<file path="config.mk">
export PLATFORM = sky130hd
export DESIGN_NAME = lbdr_param
export DESIGN_NICKNAME = d
export VERILOG_FILES = /design/src/rtl/lbdr_param.sv
export SDC_FILE = /design/constraint.sdc
export NUM_CORES = 1
export LEC_CHECK = 0
export ABC_AREA = 1
export CORE_UTILIZATION = 32
export CTS_BUF_LIST = sky130_fd_sc_hd__clkbuf_4 sky130_fd_sc_hd__clkbuf_8
export DETAILED_ROUTE_END_ITERATION = 6
export DONT_BUFFER_PORTS = 1
export GPL_ROUTABILITY_DRIVEN = 0
export PLACE_DENSITY = 0.55
export SLEW_MARGIN = 10
export SYNTH_ARGS = -nofsm -noshare
export SYNTH_HDL_FRONTEND = slang
export SYNTH_SLANG_ARGS = --single-unit
</file>
<file path="constraint.sdc">
create_clock -name clk -period 3.1 [get_ports clk]
set_input_delay 0.31 -clock clk [delete_from_list [all_inputs] [get_ports clk]]
set_output_delay 0.31 -clock clk [all_outputs]
set_load 0.1 [all_outputs]
</file>
<file path="src/rtl/lbdr_param.sv">
// lbdr_param: logic-based distributed routing for a 2D mesh router input port
// Ports:
//   clk, rst_n          clock (posedge) and asynchronous active-low reset
//   cfg_we_i            loads cfg_rxy_i/cfg_cx_i/cfg_cur_i/cfg_dr_i
//   cfg_rxy_i [7:0]     routing bits {Rsw,Rse,Rws,Rwn,Res,Ren,Rnw,Rne}
//   cfg_cx_i  [3:0]     connectivity bits {Cs,Cw,Ce,Cn}
//   cfg_cur_i [AW-1:0]  own address {y,x}
//   cfg_dr_i  [1:0]     deroute port 0=N 1=E 2=W 3=S
//   empty_i, flit_id_i, dst_addr_i, pop_i  incoming flit and consume strobe
//   nport_o..lport_o    registered one-hot port request
//   busy_o, err_o       route held / one-cycle error pulse
module lbdr_param #(
  parameter int COORD_W = 2,
  parameter bit DEROUTE_EN = 1'b1,
  parameter logic [7:0] RXY_RST = 8'h3C,
  parameter logic [3:0] CX_RST = 4'hF,
  parameter int CUR_RST = 5,
  localparam int AW = 2*COORD_W
) (
  input  logic          clk,
  input  logic          rst_n,
  input  logic          cfg_we_i,
  input  logic [7:0]    cfg_rxy_i,
  input  logic [3:0]    cfg_cx_i,
  input  logic [AW-1:0] cfg_cur_i,
  input  logic [1:0]    cfg_dr_i,
  input  logic          empty_i,
  input  logic [2:0]    flit_id_i,
  input  logic [AW-1:0] dst_addr_i,
  input  logic          pop_i,
  output logic          nport_o,
  output logic          eport_o,
  output logic          wport_o,
  output logic          sport_o,
  output logic          lport_o,
  output logic          busy_o,
  output logic          err_o
);
  typedef enum logic {IDLE, HOLD} state_t;
  state_t state_q, state_d;
  logic [7:0] rxy_q;
  logic [3:0] cx_q;
  logic [AW-1:0] cur_q;
  logic [1:0] dr_q;
  logic [4:0] port_q, port_d;
  logic err_q, err_d;
  logic [COORD_W-1:0] xc, yc, xd, yd;
  logic n1, s1, e1, w1, loc, hdr, body, tail;
  logic [3:0] min_v, sel, dr_v;
  logic [4:0] route;
  assign {yc, xc} = cur_q;
  assign {yd, xd} = dst_addr_i;
  assign n1 = yd < yc;
  assign s1 = yc < yd;
  assign e1 = xc < xd;
  assign w1 = xd < xc;
  assign loc = ~(n1 | s1 | e1 | w1);
  assign min_v[0] = (n1 & ~e1 & ~w1 | n1 & e1 & rxy_q[0] | n1 & w1 & rxy_q[1]) & cx_q[0];
  assign min_v[1] = (e1 & ~n1 & ~s1 | e1 & n1 & rxy_q[2] | e1 & s1 & rxy_q[3]) & cx_q[1];
  assign min_v[2] = (w1 & ~n1 & ~s1 | w1 & n1 & rxy_q[4] | w1 & s1 & rxy_q[5]) & cx_q[2];
  assign min_v[3] = (s1 & ~e1 & ~w1 | s1 & e1 & rxy_q[6] | s1 & w1 & rxy_q[7]) & cx_q[3];
  // N sits at bit 0, so isolating the lowest set bit gives N>E>W>S priority
  assign sel = min_v & (-min_v);
  // cfg_dr encoding matches the cx bit order, so one shift both selects and masks
  assign dr_v = (DEROUTE_EN && !loc && min_v == 4'd0) ? (4'b0001 << dr_q) & cx_q : 4'd0;
  assign route = {loc, (min_v != 4'd0) ? sel : dr_v};
  assign hdr = !empty_i && flit_id_i == 3'b001;
  assign body = !empty_i && flit_id_i == 3'b010;
  assign tail = !empty_i && flit_id_i == 3'b100;
  always_comb begin
    state_d = state_q;
    port_d = port_q;
    err_d = 1'b0;
    if (hdr) begin
      err_d = state_q == HOLD || route == 5'd0;
      state_d = (route != 5'd0) ? HOLD : IDLE;
      port_d = route;
    end else if (state_q == IDLE) begin
      err_d = body | tail;
    end else if (tail && pop_i) begin
      state_d = IDLE;
      port_d = 5'd0;
    end
  end
  always_ff @(posedge clk or negedge rst_n) begin
    if (!rst_n) begin
      state_q <= IDLE;
      port_q <= 5'd0;
      err_q <= 1'b0;
      rxy_q <= RXY_RST;
      cx_q <= CX_RST;
      cur_q <= AW'(CUR_RST);
      dr_q <= 2'd0;
    end else begin
      state_q <= state_d;
      port_q <= port_d;
      err_q <= err_d;
      if (cfg_we_i) begin
        rxy_q <= cfg_rxy_i;
        cx_q <= cfg_cx_i;
        cur_q <= cfg_cur_i;
        dr_q <= cfg_dr_i;
      end
    end
  end
  assign {lport_o, sport_o, wport_o, eport_o, nport_o} = port_q;
  assign busy_o = state_q == HOLD;
  assign err_o = err_q;
endmodule
</file>
======== Word-level counts from Yosys, hierarchy flattened ========
Index checks and enable logic that the tools add are counted.
storage, ports and cells
  logic and storage cells ................. 84
  input bits .............................. 30
  register bits ........................... 25
  output and inout bits ................... 7
operators by class
  reductions and logical operators ........ 14
  shift operators ......................... 1
  $add $sub $neg .......................... 1
  bitwise operators ....................... 43
  muxes and demuxes ....................... 11
  magnitude comparators ................... 4
  eq/ne operators ......................... 3
operators with widths
  operator             count
  $and 1x1->1          24
  $mux 5               3
  $or 1x1->1           12
  $and 4x4->4          2
  $lt 2x2->1           4
  $mux 4               2
  $mux 1               6
  $logic_and 1x1->1    5
  $logic_not 5->1      1
  $not 1->1            5
  $reduce_bool 5->1    1
  $logic_not 4->1      1
  $neg 4->4            1
  $reduce_bool 2->1    2
  $reduce_bool 4->1    1
  $shl 1x2->4 const A  1
  $eq 3x1->1 const B   1
  $eq 3x2->1 const B   1
  $eq 3x3->1 const B   1
  $reduce_and 2->1     1
  $logic_not 1->1      1
  $logic_or 1x1->1     1

======== Logic depth before layout (Yosys ltp) ========
Gate-level depths: netlist (run 1).
  depth in word-level cells ............... 14
  mapped depth ............................ 17
  mapped depth without buffers ............ 17

======== Least setup slack after synthesis (run 1) ========
No wires, ideal clock.
  kind .................................... register -> register
  from .................................... register cur_q[2]
  to ...................................... register err_q, in the netlist err_o
  data arrival time ....................... 1.616 ns
  path buffers ............................ 0
  path slack .............................. 1.367 ns
  stages on the path, launching flop included .. 15
  period minus slack after synthesis ...... 1.733 ns
  setup time .............................. 0.117 ns
  cell sequence ........................... dfstp_2 -> inv_1 -> ha_1 -> nand2_1 -> nor2_1 -> nand3_1 -> nand3_1 -> nor2_2 -> nand2_1 -> nand2_1 -> nor2_1 -> nand2_1 -> nand2_1 -> nand2_1 -> nand2_1
between the ends
  word-level cells in the longest chain between the ends .. 14
  elaborated cells on any way between the ends .. 50
  those cells by class .................... add/sub: 1; order compare: 2; mux: 3; bitwise: 39; reduce/logical: 5
ends and longest elaborated chain
  element                                                             RTL line  source
  from (decl)                                                         43        logic [AW-1:0] cur_q;
  from (signal assigned)                                              92        cur_q <= AW'(CUR_RST);
  from (signal assigned)                                              101       cur_q <= cfg_cur_i;
  parallel branches: the longest is 11 deep, another holds $neg 4->4  n/a
  $logic_not 5->1 *                                                   75        err_d = state_q == HOLD || route == 5'd0;
  $logic_or 1x1->1 *                                                  75
  $mux 1 *                                                            74        if (hdr) begin
  net err_d                                                           46        logic err_q, err_d;
  to (signal assigned)                                                97        err_q <= err_d;
  to (decl)                                                           46
Mark *: on every way through the listed nets, which the timed path passes.
A chain may end at the register's enable or synchronous reset.

======== Worst setup path in the final report (run 1) ========
Same ends and word-level chain as after synthesis.

==> results of run 1 <==
[per-layer routing]
layer  global-route usage (%)  share of wire [%]  vias to the layer above
met3                    2.911                5.2                        0
met4                    3.191                  0                        0
met1                    17.16                 46                      451
li1                         -                  -                      534
met2                    22.63                 49                       17
met5                        0                  0                        -
[cells in the mapped netlist, types with 2 or more instances]
master	n	area, um^2
sky130_fd_sc_hd__nand2_1	41	153.9
sky130_fd_sc_hd__inv_1	26	97.59
sky130_fd_sc_hd__o21ai_0	17	85.08
sky130_fd_sc_hd__dfrtp_1	15	375.4
sky130_fd_sc_hd__nand3_1	11	55.05
sky130_fd_sc_hd__dfstp_2	10	262.8
sky130_fd_sc_hd__nor2_1	7	26.28
sky130_fd_sc_hd__nor2_2	5	31.28
sky130_fd_sc_hd__clkbuf_1	4	15.01
sky130_fd_sc_hd__ha_1	4	50.05
sky130_fd_sc_hd__nand2_2	4	25.02
sky130_fd_sc_hd__nor3_1	4	20.02
sky130_fd_sc_hd__mux2_2	3	33.78
sky130_fd_sc_hd__a22o_1	2	17.52
sky130_fd_sc_hd__nand2_4	2	22.52
sky130_fd_sc_hd__nand4_1	2	12.51
[worst min path at each step]
| stage | start | endpoint | slack [ns] | cells past startpoint |
|---|---|---|---|---|
| after floorplan | rst_n | busy_o | 0.01 | 0 |
| after global placement | rst_n | cur_q[1] | 0.01 | 0 |
| after detailed placement | rst_n | rxy_q[1] | 0.01 | 0 |
| after CTS | cfg_we_i | cur_q[2] | 0.10 | 1 |
| after global routing | cfg_we_i | cx_q[1] | 0.11 | 1 |
| final | cfg_we_i | cur_q[2] | 0.11 | 1 |
[stage by stage]
stage               instance area, um^2  setup WS [ns]  total power [mW]  util (%)
floorplan                          1353          1.367            0.6275         -
global placement                   1408          1.193            0.6534     34.94
detailed placement                 1408          1.164            0.6587     34.94
CTS                                1486          1.144            0.8708     36.89
global route                       1486         0.9321            0.9108     36.89
finish                             1486          1.155            0.8549     36.89
[cells by family (layout without fill, tap and decap cells)]
logic type	after synthesis	in the layout	synth area share [%]
fa+ha+maj	4	4	3.700
flops	25	25	47.18
mux	3	3	2.498
buf+inv	31	34	8.602
compound gates	24	24	10.45
simple gates	78	78	27.57
[power by group through the flow]
stage                     Clock (mW)  Sequential [mW]  Combinational, mW
after floorplan                    0            0.499              0.129
after global placement             0            0.474              0.180
after detailed placement           0            0.475              0.183
after CTS                      0.207            0.469              0.195
after global routing           0.217            0.474              0.220
final                          0.195            0.468              0.192
[cell type report]
type	instances	share of cell area, %
clock buffers	4	3.283
flip-flops and latches	25	42.93
well taps	50	4.209
multi-input cells	109	40.24
inverters	27	6.818
repair buffers	3	2.525
[worst max-delay path, cell delays in order, from the launching register on]
cell and delay, ns:
sky130_fd_sc_hd__dfstp_2 0.53, sky130_fd_sc_hd__inv_1 0.05, sky130_fd_sc_hd__ha_1 0.26, sky130_fd_sc_hd__nand2_1 0.14, sky130_fd_sc_hd__nor2_1 0.07, sky130_fd_sc_hd__nand3_1 0.17, sky130_fd_sc_hd__nand3_1 0.12, sky130_fd_sc_hd__nor2_2 0.10
sky130_fd_sc_hd__nand2_1 0.06, sky130_fd_sc_hd__nand2_1 0.09, sky130_fd_sc_hd__nor2_2 0.04, sky130_fd_sc_hd__nand2_1 0.07, sky130_fd_sc_hd__nand2_1 0.05, sky130_fd_sc_hd__nand2_1 0.05, sky130_fd_sc_hd__nand2_1 0.05
[registers in the layout, indices dropped and copies added, names as in the netlist]
register,count
dr_q,2
err_o,1
busy_o,1
rxy_q,8
cur_q,4
port_q,5
cx_q,4
[timing repair]
item / in CTS / in global routing
endpoints found under the setup margin: 0 / 0
hold buffers: 2 / 0
endpoints found under the hold margin: 25 / 0
==> out/summary.md, run 1 <==
The clock-pin slew of the registers on the worst-case setup and hold paths is 0.08 ns. The post-route antenna net violation count is 0, and the total of warnings raised by yosys is 0. The startpoint identified for the worst register-to-register timing path is cur_q[2].

The clock passes through at most 2 buffers. Setup violations remaining at the end of the flow were counted as 0. The tools report the sequential area share after synthesis as 47.18%.

Register area: 638.1 um^2. The number of post-CTS setup repair buffers was 0. The layout overhead on the synthesized area was 9.899%.

Including well taps, the total number of placed cells is 212. The first-pass iteration count of the detailed router is 4, and the depth of the worst register-to-register path is 14. The top cell types in the final layout, fill and taps aside, are sky130_fd_sc_hd__nand2_1 (41), sky130_fd_sc_hd__inv_1 (26), sky130_fd_sc_hd__o21ai_0 (17). The filler cells instantiated in the layout total 439. TritonCTS built the clock tree. Entering global routing, the biggest net connects 34 pins. The clock network accounts for 22.8% of the total power. The net count of the finished layout is 203, and the die outline width is 67.02 um. The run finished with clean final reports. At the pin with the least slew margin, the transition time is 0.9180 ns.

For the DRC violations left, the log shows 0. The top achievable clock speed was 514.2 MHz; the share of final-layout standard cells stronger than drive strength 1 was 20.24%. Across all hold checks on the routed design, the worst slack comes to 0.1113 ns. The overall die area is 0.004491 mm^2. For the worst-skew pair, the clock arrives at the later sink with an insertion delay of 0.26 ns.

The tools report the type of element launching the critical path as a flip-flop. Row generation in the floorplan step produced 23 rows. Synthesis produced a netlist with a net count of 199.

Of the total power, registers draw 54.8%. The timing startpoint of the critical path was cur_q[2]. Of the available clock period, the critical path in the final layout requires 62.74%. Setup repair after global routing left no endpoint under its margin.

Counting I/O delays and the setup requirement, the final critical path takes 1.945 ns. The run gives 218 as the post-layout instance count excluding filler cells. The worst hold-check path type is in -> reg.

The routed layout has 1002 vias. The tools report the capture point of the critical path as err_o. Detailed placement ended at an HPWL of 2.060 mm. The cell-internal power was 0.5344 mW; the sum of overflow across all layers after global routing was 0. The synthesized area divided by synthesized cell count is 8.197 um^2.

Across the routed clock network, the largest skew measured is 0.005302 ns. The maximum net fanout on the critical path is 5. The ratio of total power to cell area works out to 575.1 mW/mm^2. In this run the critical register-to-register path is captured at err_o.

The net switching power of the design was 0.3205 mW; the global-route wire length before repair was 4.623 mm. The critical path is of the reg -> reg type. The number of ports placed on the die boundary came out at 37.

In the final layout, the multi-input gates occupy 598.1 um^2. The initial DRC count is 26. Synthesis produced a netlist whose cell count is 165. Summed over all failing endpoints, the final setup total negative slack is 0 ns.

For the CTS H-tree depth, the log shows 1. The final layout contains routed wiring with a total length of 2.576 mm. The floorplan step defined a core boundary enclosing 0.004029 mm^2. Count of final hold-check violations: 0.

Data on the critical path arrives at its endpoint at 2.10 ns. The worst setup path is captured at a flip-flop. In this run, synthesis inferred 0 flip-flops with an integrated enable.

The worst-case vdd ir drop came out at 0.0002045 V. The share of total power dissipated in combinational logic is 22.5%. For this run, the leading register cell type out of synthesis is sky130_fd_sc_hd__dfrtp_1. The share of async-settable or async-resettable flops after synthesis came out at 100.0%. For this design, the sink count on the clock tree is 25.

Using the TritonRoute via totals, the vias-per-cell ratio works out to 4.596. STA puts the critical path data required time at 3.26 ns. Summing every instance area after synthesis gives 0.001353 mm^2. The run gives 1070 as the via count of the first global-routing pass. The logs give 1.16 ns for the slack of the worst reg-to-reg path and 24 for the unique cell type count in the Yosys netlist. The floorplan step set the die height to 67.02 um. The clock buffer count from CTS is 3.

The count of state elements after synthesis is 25, and the number of port buffers is 0. In the global route stage, overall resource usage came out at 13.40%. The routed length per instance works out to 11.82 um. Number of antenna cells inserted: 0. The tools report the number of max-cap violations as 0. In this run the clock root is driven by a sky130_fd_sc_hd__clkbuf_8. The tools report the final number of max-transition violations as 0. The leakage power of the design is 0.7284 nW, and the normalized max-slew margin is 38.80%. Most common cell after layout, fill and taps aside: sky130_fd_sc_hd__nand2_1. The logs give 0 for the number of antenna violations at the first check in global routing and 33.57% for the initial standard-cell utilization of the core.

Net switching fraction of the power: 37.49%. The number of resized instances in the post-cts repair step was 0.
Power figures use the tool's default switching activity.
==> inputs of run 2 (changes only) <==
Clock period 3.1 ns to 1.8 ns, I/O delays scaled along.
==> run 2 against run 1 <==
  * The flow now finishes with violations (setup timing)
  * Hold slack worse by 0.11 ns
  * Power is 90% higher
  * Largest cell class is now multi-input gates
  * Critical path depth did not move
==> out/summary.md, run 2 (synthesized netlist as in run 1, its figures left out) <==
Worst hold margin: 0.005000 ns (-0.1063 ns). The clock latency on the worst-skew pair is 0.27 ns (about the same). The floorplan row count was 23 (unchanged).

Clock buffer count from CTS: 3 (unchanged). Setup repair after global routing could not meet its margin everywhere. The first-pass iteration count of the detailed router is 4 (unchanged), and the maximum number of buffers from clock root to sink is 2 (unchanged). Timing startpoint of the critical path: cur_q[2]. The capture point of the critical path is port_q[0]. The tools report the top achievable clock speed as 540.1 MHz (+5.0%). For the clock network fraction of design power, the log shows 21.3% (-1.5 points). The depth of the worst register-to-register path is 14 (unchanged), and the number of antenna violations at the first check in global routing is 0 (unchanged).

rxy_q holds more flip-flops than any other register. The period utilization was 102.9% (+40 points). For the worst-case clock skew, the log shows 0.006797 ns (+0.001495 ns).

TritonCTS built the clock tree. The die outline width came out at 67.02 um (unchanged). In the final layout, the registers with the most flip-flops are rxy_q: 8 flops, port_q: 5 flops. The largest incremental delay on the critical path was 0.54 ns (about the same).

Flip-flop count of the largest register, all copies and words added: 8 (unchanged). The pin count of the biggest net entering global routing was 27 (-21%); the placed wire-length estimate was 2.108 mm (+2.4%). Sequential power share: 40.9% (-14 points). Overall die area: 0.004491 mm^2 (unchanged). The DRC violations left came out at 0 (unchanged). The critical-path cell with the highest stage delay was sky130_fd_sc_hd__dfstp_2.

The run gives 4 (+4) as the final setup violation count. The tools report the worst reg2reg path endpoint as port_q[0]. The floorplan die height was 67.02 um (unchanged); the final wirelength was 2.861 mm (+11%). The tools report the data arrival time of the critical path as 2.01 ns (-0.09 ns). Worst hold-check path type: in -> reg.

The run gives 14.58% (+1.2 points) as the total track usage. For the final number of max-transition violations, the log shows 0 (unchanged). The ratio of total power to cell area came out at 925.5 mW/mm^2 (+61%). The final setup TNS is -0.1204 ns (-0.1204 ns), and the combinational fraction of design power is 37.7% (+15 points). The run gives 25 (unchanged) as the total clock sinks. The routed length per instance was 12.12 um (+2.6%). The most numerous cell type found on the critical path is sky130_fd_sc_hd__nand2_2. The run gives 80.01% (+41 points) as the normalized max-slew margin.

The run finished, with violations left. The worst setup path is of the reg -> reg kind. The CTS H-tree depth came out at 1 (unchanged). The worst-case vdd ir drop was 0.0003078 V (+51%). Count of final hold-check violations: 0 (unchanged). The number of antenna cells inserted came out at 0 (unchanged). The launch point of the worst reg-to-reg path is cur_q[2].

For the sum of overflow across all layers after global routing, the log shows 0 (unchanged). The post-route antenna net violation count was 0 (unchanged). The worst setup path is launched from a flip-flop. The number of port buffers came out at 0 (unchanged). The maximum net fanout on the critical path is 5 (unchanged), and the leakage power of the design is 0.8328 nW (+14%). The via density per instance is 4.640 (+0.95%).

The number of ports placed on the die boundary is 37 (unchanged). The run gives -0.05165 ns (-1.207 ns) as the final worst setup slack. The run gives 221 (+8.9%) as the net count of the finished layout. The net switching fraction of the power is 37.92% (+0.43 points), and the required time of the worst setup path is 1.96 ns (-1.30 ns).

The minimum clock period after layout was 1.852 ns (-0.09328 ns). The final reports fail on setup timing. The via count of the first global-routing pass is 1149 (+7.4%). The post-route total power is 1.628 mW (+90%). The tools report the number of max-cap violations as 0 (unchanged).

The type of element capturing the critical path was a flip-flop. Leaving out fill and tap cells, the most frequent cell in the layout is sky130_fd_sc_hd__nand2_1. The area inside the core boundary is 0.004029 mm^2 (unchanged), and the clock-pin slew of the registers on the worst-case setup and hold paths is 0.09 ns (about the same).

For the net switching power of the design, the log shows 0.6174 mW (+93%). The global-route wire length before repair was 4.968 mm (+7.5%); the cell-internal power was 1.011 mW (+89%). The via count of the routed design is 1095 (+9.3%).

Relative to the synthesized area, the layout overhead comes to 30.06%. The share of final-layout standard cells stronger than drive strength 1 is 40.32% (+20 points). The clock root buffer is sky130_fd_sc_hd__clkbuf_8. For the initial DRC count, the log shows 17 (-35%). The pin slew with the least headroom to its limit was 0.2989 ns (-0.6190 ns). The initial standard-cell utilization of the core is 33.57% (unchanged), and the post-placement setup slack is -0.08951 ns (-1.254 ns). In the layout the commonest cells are sky130_fd_sc_hd__nand2_1 (31), sky130_fd_sc_hd__inv_1 (22), sky130_fd_sc_hd__o21ai_0 (17), sky130_fd_sc_hd__buf_4 (17), sky130_fd_sc_hd__dfrtp_1 (15).

The area of all placed cells without fillers is 0.001759 mm^2 (+18%). Traced cell by cell, the critical path runs through inv_2, ha_4, inv_2, nand2_4, nand2_4, nand2_2, nor2_2, nand2_2, nand2_2, nor2_2, nand2_1, nand2_2, buf_4, a22o_2. The slack of the worst reg-to-reg path is -0.05 ns (-1.21 ns). The tools report the cell area reported after detailed placement as 0.001490 mm^2 (+5.9%).
-- run 2: changes by cell type in the layout (fill, tap and decap cells not counted), moves of 4 or more --
cell                      previous run  this run
sky130_fd_sc_hd__buf_4               1        17
sky130_fd_sc_hd__ha_1                4         0
sky130_fd_sc_hd__ha_4                0         4
sky130_fd_sc_hd__inv_1              26        22
sky130_fd_sc_hd__inv_2               1         5
sky130_fd_sc_hd__nand2_1            41        31
sky130_fd_sc_hd__nand2_2             4        11
sky130_fd_sc_hd__nand3_1            11         7
sky130_fd_sc_hd__nand3_2             1         5
-- run 2: timing repair --
action / 4_1_cts / 5_1_grt
gates resized for setup: 21 / 9
buffers inserted: 1 / 4
hold endpoints to repair: 33 / 1
endpoints found under the setup margin: 3 / 5
pin swaps: 19 / 13
hold buffers: 3 / 1
-- run 2: area by class of cell --
cell class	count	area, um^2
Timing Repair Buffer	21	177.7
Clock buffer	4	48.80
Tap cell	50	62.56
Multi-Input combinational cell	109	730.7
Fill cell	424	2270
Sequential cell	25	638.1
Inverter	27	101.3
-- run 2: how the worst min path moves through the flow --
stage	from	endpoint	slack, ns	depth (start not counted)
floorplan	rst_n	busy_o	-0.12	0
global placement	rst_n	cur_q[1]	-0.12	0
detailed placement	rst_n	rxy_q[0]	-0.12	0
CTS	cfg_we_i	cx_q[3]	0.005	1
global route	cfg_we_i	cx_q[3]	0.003	1
finish	cfg_we_i	cx_q[3]	0.005	1
-- run 2: per-stage QoR --
stage	util [%]	std cells
2_1_floorplan	-	165
3_3_place_gp	36.99	223
3_5_place_dp	36.99	223
4_1_cts	41.93	231
5_1_grt	43.66	236
6_report	43.66	236
-- run 2: power by group through the flow --
stage	sequential (mW)	combinational (mW)	clock, mW
2_1_floorplan	0.859	0.222	0
5_1_grt	0.675	0.668	0.386
3_3_place_gp	0.673	0.495	0
3_5_place_dp	0.675	0.504	0
4_1_cts	0.667	0.577	0.359
6_report	0.667	0.614	0.348
-- run 2: worst max-delay path: cells and delay by family, from the launching register on --
family | cells | cell delay (ns)
adders and majority gates | 1 | 0.15
DFF | 1 | 0.54
AOI/OAI and AO/OA | 1 | 0.20
and+or+nand+nor | 9 | 0.64
buffers and inverters | 3 | 0.22
-- run 2: metal layers --
layer  up-vias  track usage, %  wire length, um
li1        573               -                -
met1       499           18.00             1235
met2        21           26.38             1470
met3         2           1.541              134
met4         0           3.989               21
met5         -               0                0
